File: src/rtl/simon_pkg.sv
// Shared definitions for the press recorder: button/address widths, the
// recorder FSM state type and a one-hot test used to flag bad presses.
package simon_pkg;

  localparam int unsigned BTN_W  = 12;
  localparam int unsigned ADDR_W = 8;

  typedef enum logic [1:0] {
    StIdle,
    StRelease,
    StArmed,
    StDone
  } state_e;

  // True when exactly one bit of v is set.
  function automatic logic is_onehot(input logic [BTN_W-1:0] v);
    return (v != '0) && ((v & (v - BTN_W'(1))) == '0);
  endfunction

endpackage

File: src/rtl/press_ram.sv
// Press storage: 256 x 12 memory with one write port and one synchronous,
// enabled read port. Read data is registered and cleared by reset; the array
// itself is never cleared. A same-address read and write returns old data.
//   clk_i   clock            rst_i   sync active-high reset (read register only)
//   we_i    write enable     waddr_i write address    wdata_i write data
//   re_i    read enable      raddr_i read address     rdata_o registered read data
module press_ram
  import simon_pkg::*;
(
  input  logic              clk_i,
  input  logic              rst_i,
  input  logic              we_i,
  input  logic [ADDR_W-1:0] waddr_i,
  input  logic [BTN_W-1:0]  wdata_i,
  input  logic              re_i,
  input  logic [ADDR_W-1:0] raddr_i,
  output logic [BTN_W-1:0]  rdata_o
);

  localparam int unsigned Depth = 1 << ADDR_W;

  logic [BTN_W-1:0] mem_q [Depth];
  logic [BTN_W-1:0] rdata_q;

  always_ff @(posedge clk_i) begin
    if (we_i) begin
      mem_q[waddr_i] <= wdata_i;
    end
  end

  // Non-blocking update of mem_q gives read-before-write on address collision.
  always_ff @(posedge clk_i) begin
    if (rst_i) begin
      rdata_q <= '0;
    end else if (re_i) begin
      rdata_q <= mem_q[raddr_i];
    end
  end

  assign rdata_o = rdata_q;

endmodule

File: src/rtl/press_rec.sv
// Press recorder: after start, records len button presses into press_ram, one
// entry per press (a press must be released before the next one is taken).
//   clk    clock                 rst    sync active-high reset
//   start  begin recording       len    presses to record (sampled on start)
//   btns   debounced buttons     rd_en/rd_sel/rd_data  playback read port
//   count  presses recorded      busy   recording in progress
//   done   recording complete    err    sticky non-one-hot press seen
module press_rec
  import simon_pkg::*;
(
  input  logic              clk,
  input  logic              rst,
  input  logic              start,
  input  logic [ADDR_W-1:0] len,
  input  logic [BTN_W-1:0]  btns,
  input  logic              rd_en,
  input  logic [ADDR_W-1:0] rd_sel,
  output logic [BTN_W-1:0]  rd_data,
  output logic [ADDR_W-1:0] count,
  output logic              busy,
  output logic              done,
  output logic              err
);

  state_e            state_q;
  logic [ADDR_W-1:0] len_q;
  logic [ADDR_W-1:0] count_q;
  logic [ADDR_W-1:0] wr_ptr_q;
  logic              busy_q;
  logic              done_q;
  logic              err_q;
  logic              wr_en;

  // start and rst both discard a press landing in the same cycle.
  always_comb begin
    wr_en = (state_q == StArmed) && (btns != '0) && !start && !rst;
  end

  always_ff @(posedge clk) begin
    if (rst) begin
      state_q  <= StIdle;
      len_q    <= '0;
      count_q  <= '0;
      wr_ptr_q <= '0;
      busy_q   <= 1'b0;
      done_q   <= 1'b0;
      err_q    <= 1'b0;
    end else if (start) begin
      count_q <= '0;
      err_q   <= 1'b0;
      if (len != '0) begin
        len_q    <= len;
        wr_ptr_q <= '0;
        state_q  <= StRelease;
        busy_q   <= 1'b1;
        done_q   <= 1'b0;
      end else begin
        state_q <= StDone;
        busy_q  <= 1'b0;
        done_q  <= 1'b1;
      end
    end else begin
      unique case (state_q)
        StRelease: begin
          if (btns == '0) begin
            state_q <= StArmed;
          end
        end
        StArmed: begin
          if (btns != '0) begin
            wr_ptr_q <= wr_ptr_q + ADDR_W'(1);
            count_q  <= count_q + ADDR_W'(1);
            if (!is_onehot(btns)) begin
              err_q <= 1'b1;
            end
            if (count_q + ADDR_W'(1) == len_q) begin
              state_q <= StDone;
              busy_q  <= 1'b0;
              done_q  <= 1'b1;
            end else begin
              state_q <= StRelease;
            end
          end
        end
        StIdle, StDone: ;
        default: state_q <= StIdle;
      endcase
    end
  end

  press_ram u_ram (
    .clk_i   (clk),
    .rst_i   (rst),
    .we_i    (wr_en),
    .waddr_i (wr_ptr_q),
    .wdata_i (btns),
    .re_i    (rd_en),
    .raddr_i (rd_sel),
    .rdata_o (rd_data)
  );

  assign count = count_q;
  assign busy  = busy_q;
  assign done  = done_q;
  assign err   = err_q;

endmodule

File: config.mk
export PLATFORM = sky130hd
export DESIGN_NAME = press_rec
export DESIGN_NICKNAME = d
export VERILOG_FILES = /design/src/rtl/simon_pkg.sv /design/src/rtl/press_ram.sv /design/src/rtl/press_rec.sv
export SDC_FILE = /design/constraint.sdc
export NUM_CORES = 2
export LEC_CHECK = 0
export ABC_AREA = 1
export CORE_AREA = 2 2 534 536
export DETAILED_ROUTE_END_ITERATION = 10
export DIE_AREA = 0 0 536 538
export PLACE_DENSITY_LB_ADDON = 0.05
export REMOVE_ABC_BUFFERS = 1
export SYNTH_ARGS = -nofsm -noshare
export SYNTH_HDL_FRONTEND = slang
export SYNTH_SLANG_ARGS = --single-unit
File: constraint.sdc
create_clock -name clk -period 4.2 [get_ports clk]
set_input_delay 0.84 -clock clk [delete_from_list [all_inputs] [get_ports clk]]
set_output_delay 0.84 -clock clk [all_outputs]
set_load 0.1 [all_outputs]
**Word level (Yosys, flattened, before mapping)**

Memories as Yosys holds them, arrays and structs flattened. A register that Yosys moved wholly into a read port is not among the register bits.
Index checks and enable logic that the tools add are counted.

- Magnitude comparators: 0
- Multiplexer cells: 22
- Eq/ne operators: 6
- Shifts and indexed selects: 0
- Reductions and logical operators: 21
- Div/mod/pow operators: 0
- $add $sub $neg: 3
- Bitwise logic cells: 2
- Multipliers: 0

Operators with widths:

| operator | number |
|---|---|
| 8-bit 2-to-1 mux | 4 |
| 12-bit zero test | 2 |
| 8-bit by 1-bit adder with 8-bit output (second input constant) | 2 |
| 12-bit bitwise AND | 1 |
| 1-bit 2-to-1 mux | 12 |
| 3-bit AND reduction | 4 |
| 12-bit nonzero test | 1 |
| 12-bit by 1-bit subtractor with 12-bit output (second input constant) | 1 |
| 2-bit 2-to-1 mux | 5 |
| 8-bit equality test | 1 |
| 8-bit nonzero test | 1 |
| 2-bit nonzero test | 3 |
| 1-bit logical AND | 4 |
| 2-bit one-hot mux with 2 select lines | 1 |
| 2-bit AND reduction | 2 |
| 3-bit by 2-bit != test with 1-bit output (second input constant) | 1 |
| 3-bit != test (second input constant) | 1 |
| 3-bit nonzero test | 1 |
| 2-bit by 1-bit equality test with 1-bit output (second input constant) | 1 |
| 2-bit equality test (second input constant) | 1 |
| 1-bit zero test | 2 |
| 2-bit by 1-bit != test with 1-bit output (second input constant) | 1 |
| 2-bit OR reduction | 1 |
| 1-bit inverter | 1 |

- Bits in registers: 29
- RAM bits: 3072
- Memory bits (read-only): 0
- Memories kept: 1
- Logic and storage cells: 62
- Output and inout bits: 23
- Bits in latches: 0
- Input bits: 32

Memories:

| name | depth | width | rd ports | clocked after memory_dff | wr ports | RTL line | RTL |
|---|---|---|---|---|---|---|---|
| u_ram.mem_q | 256 | 12 | 1 | 1 | 1 | press_ram.sv:22 | `logic [BTN_W-1:0] mem_q [Depth];` |

**Longest topological paths before layout**

- Depth after elaboration: 6
- Depth in mapped cells: 17
- Gate-level depth less buffers: 13

**By module**

From an unflattened synthesis, not the netlist that was laid out.

- Cells, all modules: 10616
- Area, all modules: 126684.0 sq um

By module, submodules not included:

| module | seq. area each (sq um) | cells an instance | area each (sq um) | instances |
|---|---|---|---|---|
| press_ram | 92488.7 | 10362 | 124999.9 | 1 |
| press_rec | 580.6 | 254 | 1684.1 | 1 |

**Least setup slack after synthesis**

No wires, ideal clock.

- Path type: input-to-reg
- Start point: input port start
- End point: memory u_ram.mem_q[70][0] (enable)
- Stages: 9
- Data required time: 3.820 ns
- Library setup time: 0.380 ns
- Arrival time: 2.598 ns
- Slack: 1.222 ns
- Buffers on the path: 2
- Cells stage by stage: buf_2 -> nor2_2 -> inv_1 -> nor2_1 -> inv_2 -> nor3_4 -> nand2_2 -> buf_4 -> nor2_1

- Cells in the longest elaborated chain, start to end: 5

RTL lines:

| item | RTL line | RTL |
|---|---|---|
| start, declared | press_rec.sv:13 | `input logic start,` |
| 1-bit zero test | press_rec.sv:36 | `wr_en = (state_q == StArmed) && (btns != '0) && !start && !rst;` |
| 1-bit logical AND (2 in series) | press_rec.sv:36 |  |
| 1-bit 2-to-1 mux | press_ram.sv:26 | `if (we_i) begin` |
| 1-bit 2-to-1 mux (not written as such) | press_ram.sv:27 | `mem_q[waddr_i] <= wdata_i;` |
| end, declared | press_ram.sv:22 |  |

No other way between the ends.

**Worst setup path after layout**

- Start point: register u_ram.rdata_q[3] (netlist: u_ram.rdata_o[3]), read port of u_ram.mem_q
- End point: output port rd_data[3]

RTL lines:

| item | RTL line | RTL |
|---|---|---|
| start, declared | press_ram.sv:23 | `logic [BTN_W-1:0] rdata_q;` |
| end, declared | press_rec.sv:18 | `output logic [BTN_W-1:0] rd_data,` |

No word-level cell between the ends.

==> flow_metrics.env <==
export IMPL_critical_path_max_stage_delay_ns=1.22
export IMPL_root_buffer="clkbuf_16"
export IMPL_cap_violations=0
export IMPL_firstDrtPassIters=6
export IMPL_placed_cells=14100
export IMPL_crit_path_max_fanout=2
export IMPL_cts_sinks=3113
export IMPL_met2_length_um=184000
export IMPL_vias=83200
export IMPL_worst_slack_ns=0.648
export IMPL_m1WireLength_um=175000
export IMPL_arrival_ns=2.71
export IMPL_stdcell_area_um2=143000
export IMPL_synthArstFlopShare=0
export IMPL_hpwl_um=240000
export IMPL_fmax_mhz=282
export IMPL_gp_congestion=0.928
export IMPL_grt_pass1_vias=79700
export IMPL_core_area_um2=283000
export IMPL_antenna_found_initial=18
export IMPL_clock_path_buffers=4
export IMPL_grt_max_degree=137
export IMPL_drt_initial_drc_count=9483
export IMPL_grt_first_pass_wirelength_um=573000
export IMPL_power_total_mw=67.6
export IMPL_synth_ff_type="edfxtp_1"
export IMPL_clk_latency_ns=0.93
export IMPL_post_cts_repair_setup_buffers=0
export IMPL_drive_gt1_frac=0.0872
export IMPL_criticalPathCategory="register to primary output"
export IMPL_wire_per_inst_um=27.2
export IMPL_wl_met3_um=27500
export IMPL_syn_inst=10600
export IMPL_numCtsBuffers=336
export IMPL_period_minus_slack_ns=3.55
export IMPL_p_leak_nw=49.9
export IMPL_netlist_top_cells_area="edfxtp_1 73%, nand3_1 12%, nand2_1 9.4%"
export IMPL_area_growth_synth_to_final_pct=13.0
export IMPL_drv_slew=0
export IMPL_synth_top_area_cell="edfxtp_1"
export IMPL_synth_most_common_cell="nand2_1"
export IMPL_hold_viol_final=0
export IMPL_required_ns=3.36
export IMPL_setup_violations=0
export IMPL_cts_tree="done"
export IMPL_yosys_top_cells_count="3190 x nand2_1, 3072 x edfxtp_1, 3059 x nand3_1, 356 x buf_2, 307 x nor2_1"
export IMPL_ys_warnings_count=0
export IMPL_final_antenna_net_count=0
export IMPL_post_cts_resized=0
export IMPL_finalCritPeriodShare=0.846
export IMPL_slew_headroom=0.132
export IMPL_clkTransAtPathRegs_ns=0.06
export IMPL_die_w_um=536
export IMPL_drc_errors=0
export IMPL_hold_path_class="primary input to register"
export IMPL_path_cells="clkdlybuf4s50_1"
export IMPL_crit_path_end_kind="primary output"
export IMPL_critical_path_top_delay_family="buffers and inverters"
export IMPL_cts_hold_buf=0
export IMPL_synth_area_um2=127000
export IMPL_grt_overflow=0
export IMPL_routed_wl_um=400000
export IMPL_seq_area_frac_synth=0.734
export IMPL_grtUsageTotal=0.274
export IMPL_layout_nets=10700
export IMPL_dpl_instance_area_um2=132000
export IMPL_routed_top_layer="met5"
export IMPL_peakVddDrop_mv=0.320
export IMPL_ys_seq_elements=3113
export IMPL_skew_ns=0.0452
export IMPL_dp_worst_setup_slack_ns=-0.0714
export IMPL_syn_avg_cell_area_um2=12.0
export IMPL_netlist_area_leader_share=0.728
export IMPL_rsz0062_at_grt="no"
export IMPL_start_util=0.447
export IMPL_io_pins=55
export IMPL_synth_edff_count=3072
export IMPL_yosysUniqueCellTypes=43
export IMPL_die_y_um=538
export IMPL_worst_setup_path_start_kind="register"
export IMPL_instances_no_fill=14700
export IMPL_status="finished, final reports clean"
export IMPL_h_tree_depth=5
export IMPL_max_slew_worst_pin_slew_ns=1.30
export IMPL_dieArea_um2=288000
export IMPL_io_buffers=54
export IMPL_placementRows=196
export IMPL_vias_per_cell=5.66
export IMPL_slowest_stage="clkdlybuf4s50_1"
export IMPL_cp_num_buf_inv=1
export IMPL_p_per_area_nw_per_um2=472
path summary, 6_finish.rpt:
kind | from | end | slack (ns) | cells past startpoint
max | u_ram.rdata_o[3]$_SDFFE_PP0P_ | rd_data[3] | 0.65 | 1
min | btns[6] | u_ram.mem_q[114][6]$_DFFE_PP_ | 0.28 | 1
max reg2reg | wr_ptr_q[1]$_SDFFE_PP0P_ | u_ram.mem_q[121][1]$_DFFE_PP_ | 0.68 | 5
min reg2reg | err$_SDFFE_PP0P_ | err$_SDFFE_PP0P_ | 0.46 | 2
routing by layer:
| layer | global-route usage | vias to the layer above |
|---|---|---|
| li1 | - | 37800 |
| met1 | 0.393 | 41800 |
| met2 | 0.430 | 3075 |
| met3 | 0.0405 | 539 |
| met4 | 0.0895 | 4 |
| met5 | 0 | - |
placed cells by master (no fill, tap or decap), types with 35 or more instances in the layout:
cell	count
buf_12	99
buf_4	338
clkbuf_1	81
clkbuf_16	340
clkdlybuf4s50_1	35
clkinv_1	83
clkinv_2	44
dfxtp_1	41
edfxtp_1	3072
inv_1	53
nand2_1	3182
nand3_1	3051
nor2_1	304
cell type report:
| type | count | area, µm² |
|---|---|---|
| Antenna cell | 5 | 12.5 |
| Sequential cell | 3113 | 93100 |
| Multi-Input combinational cell | 6657 | 29300 |
| Tap cell | 3762 | 4710 |
| Clock buffer | 424 | 8850 |
| Fill cell | 24800 | 140000 |
| Clock inverter | 187 | 1810 |
| Timing Repair Buffer | 491 | 5130 |
| Inverter | 60 | 277 |
logic make-up after synthesis:
logic type | count (synthesis) | synth area share
simple gates | 6595 | 0.227
flops | 3113 | 0.734
buf+inv | 780 | 0.0350
compound gates | 46 | 0.00211
xor+xnor | 11 | 0.000760
fa+ha+maj | 5 | 0.000494
through the flow:
stage          hold WS, ns  TNS, ns  utilization
2_1_floorplan        0.435   -46.21            -
3_3_place_gp         0.447   -49.26        0.468
3_5_place_dp         0.458    -1.32        0.468
4_1_cts              0.227        0        0.505
5_1_grt              0.263        0        0.505
6_report             0.282        0        0.505
sequential cells by signal, summed over array words and instances (netlist names):
register       cells
state_q            2
busy               1
len_q              8
done               1
u_ram.rdata_o     12
wr_ptr_q           8
count              8
err                1
u_ram.mem_q     3072
report_power, final:
group          internal, mW  leakage [nW]  switching, mW
sequential             34.1          27.9         0.0277
combinational          1.04          16.8           3.33
clock                  16.8          5.18           12.3
(Power assumes the default switching activity.)
